### config.mk
export PLATFORM = sky130hd
export DESIGN_NAME = pc_gen
export DESIGN_NICKNAME = d
export VERILOG_FILES = /design/src/rtl/pc_gen_pkg.sv /design/src/rtl/redirect_arbiter.sv /design/src/rtl/pc_gen.sv
export SDC_FILE = /design/constraint.sdc
export NUM_CORES = 1
export LEC_CHECK = 0
export BUFFER_PORTS_ARGS = -buffer_cell sky130_fd_sc_hd__buf_2
export CORE_ASPECT_RATIO = 0.6
export CORE_MARGIN = 2
export CORE_UTILIZATION = 44
export DETAILED_ROUTE_END_ITERATION = 7
export GPL_ROUTABILITY_DRIVEN = 0
export MAX_ROUTING_LAYER = met4
export PLACE_DENSITY = 0.87
export SYNTH_ARGS = -nofsm -noshare
export SYNTH_HDL_FRONTEND = slang
export SYNTH_SLANG_ARGS = --single-unit
### constraint.sdc
create_clock -name clk -period 1.85 [get_ports clk]
set_input_delay 0 -clock clk [delete_from_list [all_inputs] [get_ports clk]]
set_output_delay 0 -clock clk [all_outputs]
set_load 0.1 [all_outputs]
### src/rtl/pc_gen_pkg.sv
// pc_gen_pkg: shared types and constants for the fetch PC generator.
//   pc_t        - 32-bit program counter
//   redirect_t  - {enable, pc_new} selected redirect request
//   *_DEF       - default reset / exception vectors
//   block_base_next() - base of the fetch block following a given pc
package pc_gen_pkg;

    typedef logic [31:0] pc_t;

    typedef struct packed {
        logic enable;
        pc_t  pc_new;
    } redirect_t;

    localparam pc_t RESET_VECTOR_DEF = 32'hBFC0_0000;
    localparam pc_t EXC_VECTOR_DEF   = 32'hBFC0_0380;

    // Align pc down to a block boundary, then step one block; wraps modulo 2^32.
    function automatic pc_t block_base_next(pc_t cur, pc_t block_bytes);
        pc_t mask;
        mask = ~(block_bytes - pc_t'(1));
        return (cur & mask) + block_bytes;
    endfunction

endpackage

### src/rtl/redirect_arbiter.sv
// redirect_arbiter: fixed-priority selection among redirect channels.
// Ports:
//   redirect_valid - per-channel request, index 0 has highest priority
//   redirect_pc    - per-channel target
//   grant_valid    - at least one channel requested
//   grant_pc       - target of the lowest-index requesting channel
module redirect_arbiter #(
    parameter int unsigned NUM_REDIRECT = 3
) (
    input  logic [NUM_REDIRECT-1:0]       redirect_valid,
    input  logic [NUM_REDIRECT-1:0][31:0] redirect_pc,
    output logic                          grant_valid,
    output logic [31:0]                   grant_pc
);

    // Walk from lowest priority to highest so the last hit (lowest index) wins.
    always_comb begin
        grant_valid = 1'b0;
        grant_pc    = '0;
        for (int i = int'(NUM_REDIRECT) - 1; i >= 0; i--) begin
            if (redirect_valid[i]) begin
                grant_valid = 1'b1;
                grant_pc    = redirect_pc[i];
            end
        end
    end

endmodule

### src/rtl/pc_gen.sv
// pc_gen: fetch program-counter generator with prioritised redirects.
// Optional feature macro: PC_GEN_ALIGN_CHECK_EN (trap on misaligned redirect target;
// when undefined, target bits [1:0] are cleared and misalign/bad_pc read 0).
// Ports:
//   clk, rst_n      - clock (rising edge), asynchronous active-low reset
//   redirect_valid  - per-channel redirect request (index 0 highest priority)
//   redirect_pc     - per-channel redirect target
//   pc_ready        - fetch accepts current pc
//   pc, pc_valid    - offered fetch address
//   slot_mask       - slots from pc to the end of its fetch block
//   epoch           - redirect generation tag
//   flush           - one-cycle pulse after each accepted redirect
//   misalign        - one-cycle trap pulse
//   bad_pc          - last misaligned target
module pc_gen
    import pc_gen_pkg::*;
#(
    parameter int unsigned NUM_REDIRECT = 3,
    parameter int unsigned FETCH_WIDTH  = 2,
    parameter logic [31:0] RESET_VECTOR = RESET_VECTOR_DEF,
    parameter logic [31:0] EXC_VECTOR   = EXC_VECTOR_DEF,
    parameter int unsigned EPOCH_W      = 3
) (
    input  logic                          clk,
    input  logic                          rst_n,
    input  logic [NUM_REDIRECT-1:0]       redirect_valid,
    input  logic [NUM_REDIRECT-1:0][31:0] redirect_pc,
    input  logic                          pc_ready,
    output logic [31:0]                   pc,
    output logic                          pc_valid,
    output logic [FETCH_WIDTH-1:0]        slot_mask,
    output logic [EPOCH_W-1:0]            epoch,
    output logic                          flush,
    output logic                          misalign,
    output logic [31:0]                   bad_pc
);

    localparam pc_t BLOCK_BYTES = pc_t'(4 * FETCH_WIDTH);

    redirect_t grant;
    pc_t       pc_q, pc_d;
    logic      valid_q;
    logic [EPOCH_W-1:0] epoch_q, epoch_d;
    logic      flush_q, flush_d;
    pc_t       slot_idx;

    redirect_arbiter #(
        .NUM_REDIRECT (NUM_REDIRECT)
    ) u_redirect_arbiter (
        .redirect_valid (redirect_valid),
        .redirect_pc    (redirect_pc),
        .grant_valid    (grant.enable),
        .grant_pc       (grant.pc_new)
    );

`ifdef PC_GEN_ALIGN_CHECK_EN
    logic misalign_q, misalign_d;
    pc_t  bad_pc_q, bad_pc_d;
`else
    logic unused_exc_vector;
    assign unused_exc_vector = ^EXC_VECTOR;
`endif

    always_comb begin
        pc_d    = pc_q;
        epoch_d = epoch_q;
        flush_d = 1'b0;
`ifdef PC_GEN_ALIGN_CHECK_EN
        misalign_d = 1'b0;
        bad_pc_d   = bad_pc_q;
`endif
        // A redirect wins over the sequential path and ignores pc_ready.
        if (grant.enable) begin
            epoch_d = epoch_q + EPOCH_W'(1);
            flush_d = 1'b1;
`ifdef PC_GEN_ALIGN_CHECK_EN
            if (grant.pc_new[1:0] != 2'b00) begin
                pc_d       = EXC_VECTOR;
                bad_pc_d   = grant.pc_new;
                misalign_d = 1'b1;
            end else begin
                pc_d = grant.pc_new;
            end
`else
            pc_d = {grant.pc_new[31:2], 2'b00};
`endif
        end else if (valid_q && pc_ready) begin
            pc_d = block_base_next(pc_q, BLOCK_BYTES);
        end
    end

    always_ff @(posedge clk or negedge rst_n) begin
        if (!rst_n) begin
            pc_q    <= RESET_VECTOR;
            valid_q <= 1'b0;
            epoch_q <= '0;
            flush_q <= 1'b0;
        end else begin
            pc_q    <= pc_d;
            valid_q <= 1'b1;
            epoch_q <= epoch_d;
            flush_q <= flush_d;
        end
    end

`ifdef PC_GEN_ALIGN_CHECK_EN
    always_ff @(posedge clk or negedge rst_n) begin
        if (!rst_n) begin
            misalign_q <= 1'b0;
            bad_pc_q   <= '0;
        end else begin
            misalign_q <= misalign_d;
            bad_pc_q   <= bad_pc_d;
        end
    end
    assign misalign = misalign_q;
    assign bad_pc   = bad_pc_q;
`else
    assign misalign = 1'b0;
    assign bad_pc   = '0;
`endif

    // Word index of pc within its fetch block.
    assign slot_idx = (pc_q >> 2) & pc_t'(FETCH_WIDTH - 1);

    for (genvar i = 0; i < int'(FETCH_WIDTH); i++) begin : g_slot
        assign slot_mask[i] = (pc_t'(i) >= slot_idx);
    end

    assign pc       = pc_q;
    assign pc_valid = valid_q;
    assign epoch    = epoch_q;
    assign flush    = flush_q;

endmodule

==> flow_metrics.env <==
export IMPL_status="finished clean"
export IMPL_drc=0
export IMPL_finalCritPeriodShare_pct=96.95
export IMPL_synth_top_area_cell="dfrtp_1"
export IMPL_place_ws_ns=0.06963
export IMPL_synth_warnings=0
export IMPL_ys_seq_elements=35
export IMPL_fin_area_sq_mm=0.003949
export IMPL_rsz0062_at_grt="false"
export IMPL_std_cell_rows=22
export IMPL_firstDrtPassIters=6
export IMPL_synth_common_cells="buf_4, a21oi_1, dfrtp_1, nand2_1, nor2_1"
export IMPL_async_flop_share_pct=100.0
export IMPL_pin_count=174
export IMPL_place_port_buffers=131
export IMPL_synth_top_family_by_area="compound AO/OA/AOI/OAI gates"
export IMPL_clkPwrFrac_pct=19.5
export IMPL_drive_gt1_share_pct=43.23
export IMPL_routed_wl_mm=9.756
export IMPL_synth_most_common_cell="buf_4"
export IMPL_worstPathArrival_ns=1.95
export IMPL_multi_input_area_sq_mm=0.001753
export IMPL_maxCapViolations=0
export IMPL_p_switching_uw=2008
export IMPL_vias=3316
export IMPL_cp_start_kind="flop"
export IMPL_swShare_pct=53.43
export IMPL_hp_class="in2reg"
export IMPL_antenna_left=0
export IMPL_n_fill_cell=536
export IMPL_clk_path_buf_depth=2
export IMPL_pwr_share_seq_pct=29.5
export IMPL_yosysUniqueCellTypes=58
export IMPL_p_int_uw=1750
export IMPL_yosysTopAreaCellShare_pct=22.27
export IMPL_diodes=0
export IMPL_die_x_microns=109.2
export IMPL_cts_root_buf="clkbuf_8"
export IMPL_placed_area_sq_mm=0.003690
export IMPL_fmax_ghz=0.5576
export IMPL_core_sq_mm=0.006276
export IMPL_nNetsFinal=598
export IMPL_finalPower_uw=3757
export IMPL_wire_per_inst_microns=16.85
export IMPL_synthSimpleGateAreaFrac_pct=20.47
export IMPL_setup_viol=0
export IMPL_synth_mux_area_share_pct=0.3426
export IMPL_cp_max_fo=9
export IMPL_cts_buffers=5
export IMPL_viasPerCell=5.727
export IMPL_synthAdderAreaFrac_pct=0.8565
export IMPL_grt_pass1_vias=3047
export IMPL_synth_cells=345
export IMPL_syn_avg_cell_area_sq_um=8.468
export IMPL_syn_to_final_growth_pct=35.16
export IMPL_yosysSeqAreaShare_pct=30.36
export IMPL_place_inst=557
export IMPL_synth_area_leaders="dfrtp_1, buf_4, dfstp_2"
export IMPL_cts_htree_levels=2
export IMPL_instances_no_fill=579
export IMPL_fin_ws_ns=0.05647
export IMPL_dr_first_iter_drc_count=258
export IMPL_grt_max_degree=36
export IMPL_cellLeakagePower_uw=0.001797
export IMPL_pwr_share_comb_pct=51.0
export IMPL_hold_viol=0
export IMPL_fin_skew_ns=0.009915
export IMPL_timing_slew_headroom_pct=46.08
export IMPL_die_h_microns=67.12
export IMPL_clkTransAtPathRegs_ns=0.07
export IMPL_synth_xor_area_share_pct=2.398
export IMPL_min_period_ns=1.794
export IMPL_antenna_found_initial=0
export IMPL_worstPathRequired_ns=2.01
export IMPL_tightest_slew_ns=0.8088
export IMPL_grt_use_total_pct=27.13
export IMPL_synth_flop_cell="dfrtp_1"
export IMPL_synth_edf_count=0
export IMPL_synth_compound_area_share_pct=29.68
export IMPL_crit_type="reg2reg"
export IMPL_die_area_sq_mm=0.007329
export IMPL_cts_num_sinks=35
export IMPL_syn_area_sq_mm=0.002922
export IMPL_ff_latch_area_sq_um=969.7
export IMPL_clk_latency_ns=0.29
export IMPL_peakVddDrop_v=0.0009374
export IMPL_power_density_mw_per_mm2=951.5
export IMPL_start_util_pct=46.55
export IMPL_grt_ovfl_total=0
export IMPL_endpoint_kind="flop"
export IMPL_cts_tree="done"
export IMPL_utilization_pct=62.92
export IMPL_dp_hpwl_mm=7.239
export IMPL_grt_pass1_wl_mm=14.75
export IMPL_slew_violations=0
placed cells by master (no fill, tap or decap), types with 6 or more instances in the layout:
cell           Yosys  routed
a221oi_1           8       8
dfrtp_2            0       6
buf_4             41      25
dfrtp_4            0      15
nand4_1           13      13
dlygate4sd3_1      0      10
inv_1             14      13
a31oi_1           11      11
buf_2              8     131
o21ai_0           16      16
o221ai_1           7       7
o21a_1             6       6
nand2_1           24      24
nor2_1            17      17
a21oi_1           30      30
a22oi_1           14      14
clkbuf_8           0       6
nor3_1             7       7
conb_1             2      37
o22a_1             6       6
layer usage:
metal / routed length, microns / vias up / track usage [%]
li1: - / 1538 / -
met1: 4179 / 1567 / 35.32
met2: 4567 / 186 / 43.71
met3: 867 / 25 / 5.773
met4: 140 / 0 / 6.171
met5: 0 / - / -
path summary, 6_finish.rpt:
check | start | cells after the start | end | slack, ns
hold reg to reg | epoch[2] | 1 | epoch[2] | 0.47
hold / removal | redirect_pc[66] | 3 | pc[2] | 0.04
min in group asynchronous | rst_n | 2 | pc[30] | 0.34
setup reg to reg | pc[10] | 5 | pc[21] | 0.06
max in group asynchronous | rst_n | 2 | pc[7] | 0.90
setup / recovery | pc[10] | 5 | pc[21] | 0.06
stage by stage:
step	hold WS, ns	TNS, ns
after detailed placement	0.1248	0
after CTS	0.03042	0
after global routing	0.03719	0
after global placement	0.1199	0
final	0.04053	0
after floorplan	-0.2956	-0.09543
worst max-delay path, cell delays in order, from the launching register on:
cell	delay (ns)
dfrtp_4	0.48
and4_1	0.31
nand4_1	0.25
nor3_1	0.32
xnor2_1	0.17
o221ai_1	0.13
sequential cells by signal, indices dropped and copies added, names as in the netlist:
name / flops
pc: 30
epoch: 3
flush: 1
pc_valid: 1
cell type report:
| type | instances | share of cell area [%] |
|---|---|---|
| Multi-Input combinational cell | 271 | 44.39 |
| Inverter | 15 | 1.521 |
| Sequential cell | 35 | 24.56 |
| Clock buffer | 6 | 2.091 |
| Tap cell | 84 | 2.662 |
| Timing Repair Buffer | 166 | 23.89 |
| Clock inverter | 2 | 0.8872 |
power groups by stage:
| stage | Combinational (uW) | Sequential, uW | Clock, uW |
|---|---|---|---|
| after floorplan | 777 | 1940 | 0 |
| after global placement | 1860 | 1110 | 0 |
| after detailed placement | 1880 | 1120 | 0 |
| after CTS | 1910 | 1100 | 735 |
| after global routing | 2000 | 1130 | 776 |
| final | 1920 | 1110 | 731 |
kinds of logic after synthesis:
logic type	count (synthesis)
AO/OA/AOI/OAI	123
flip-flops	35
XOR/XNOR	8
adder cells (fa/ha/maj)	2
AND/OR/NAND/NOR	100
multiplexers	1
other	2
buffers and inverters	74
timing repair:
action | in CTS | in global routing
gates resized for setup | 0 | 2
hold buffers | 10 | 0
hold endpoints to repair | 35 | 0
setup buffers | 0 | 4
setup endpoints to repair | 0 | 3
No activity file was read; power rests on OpenSTA's default activity.
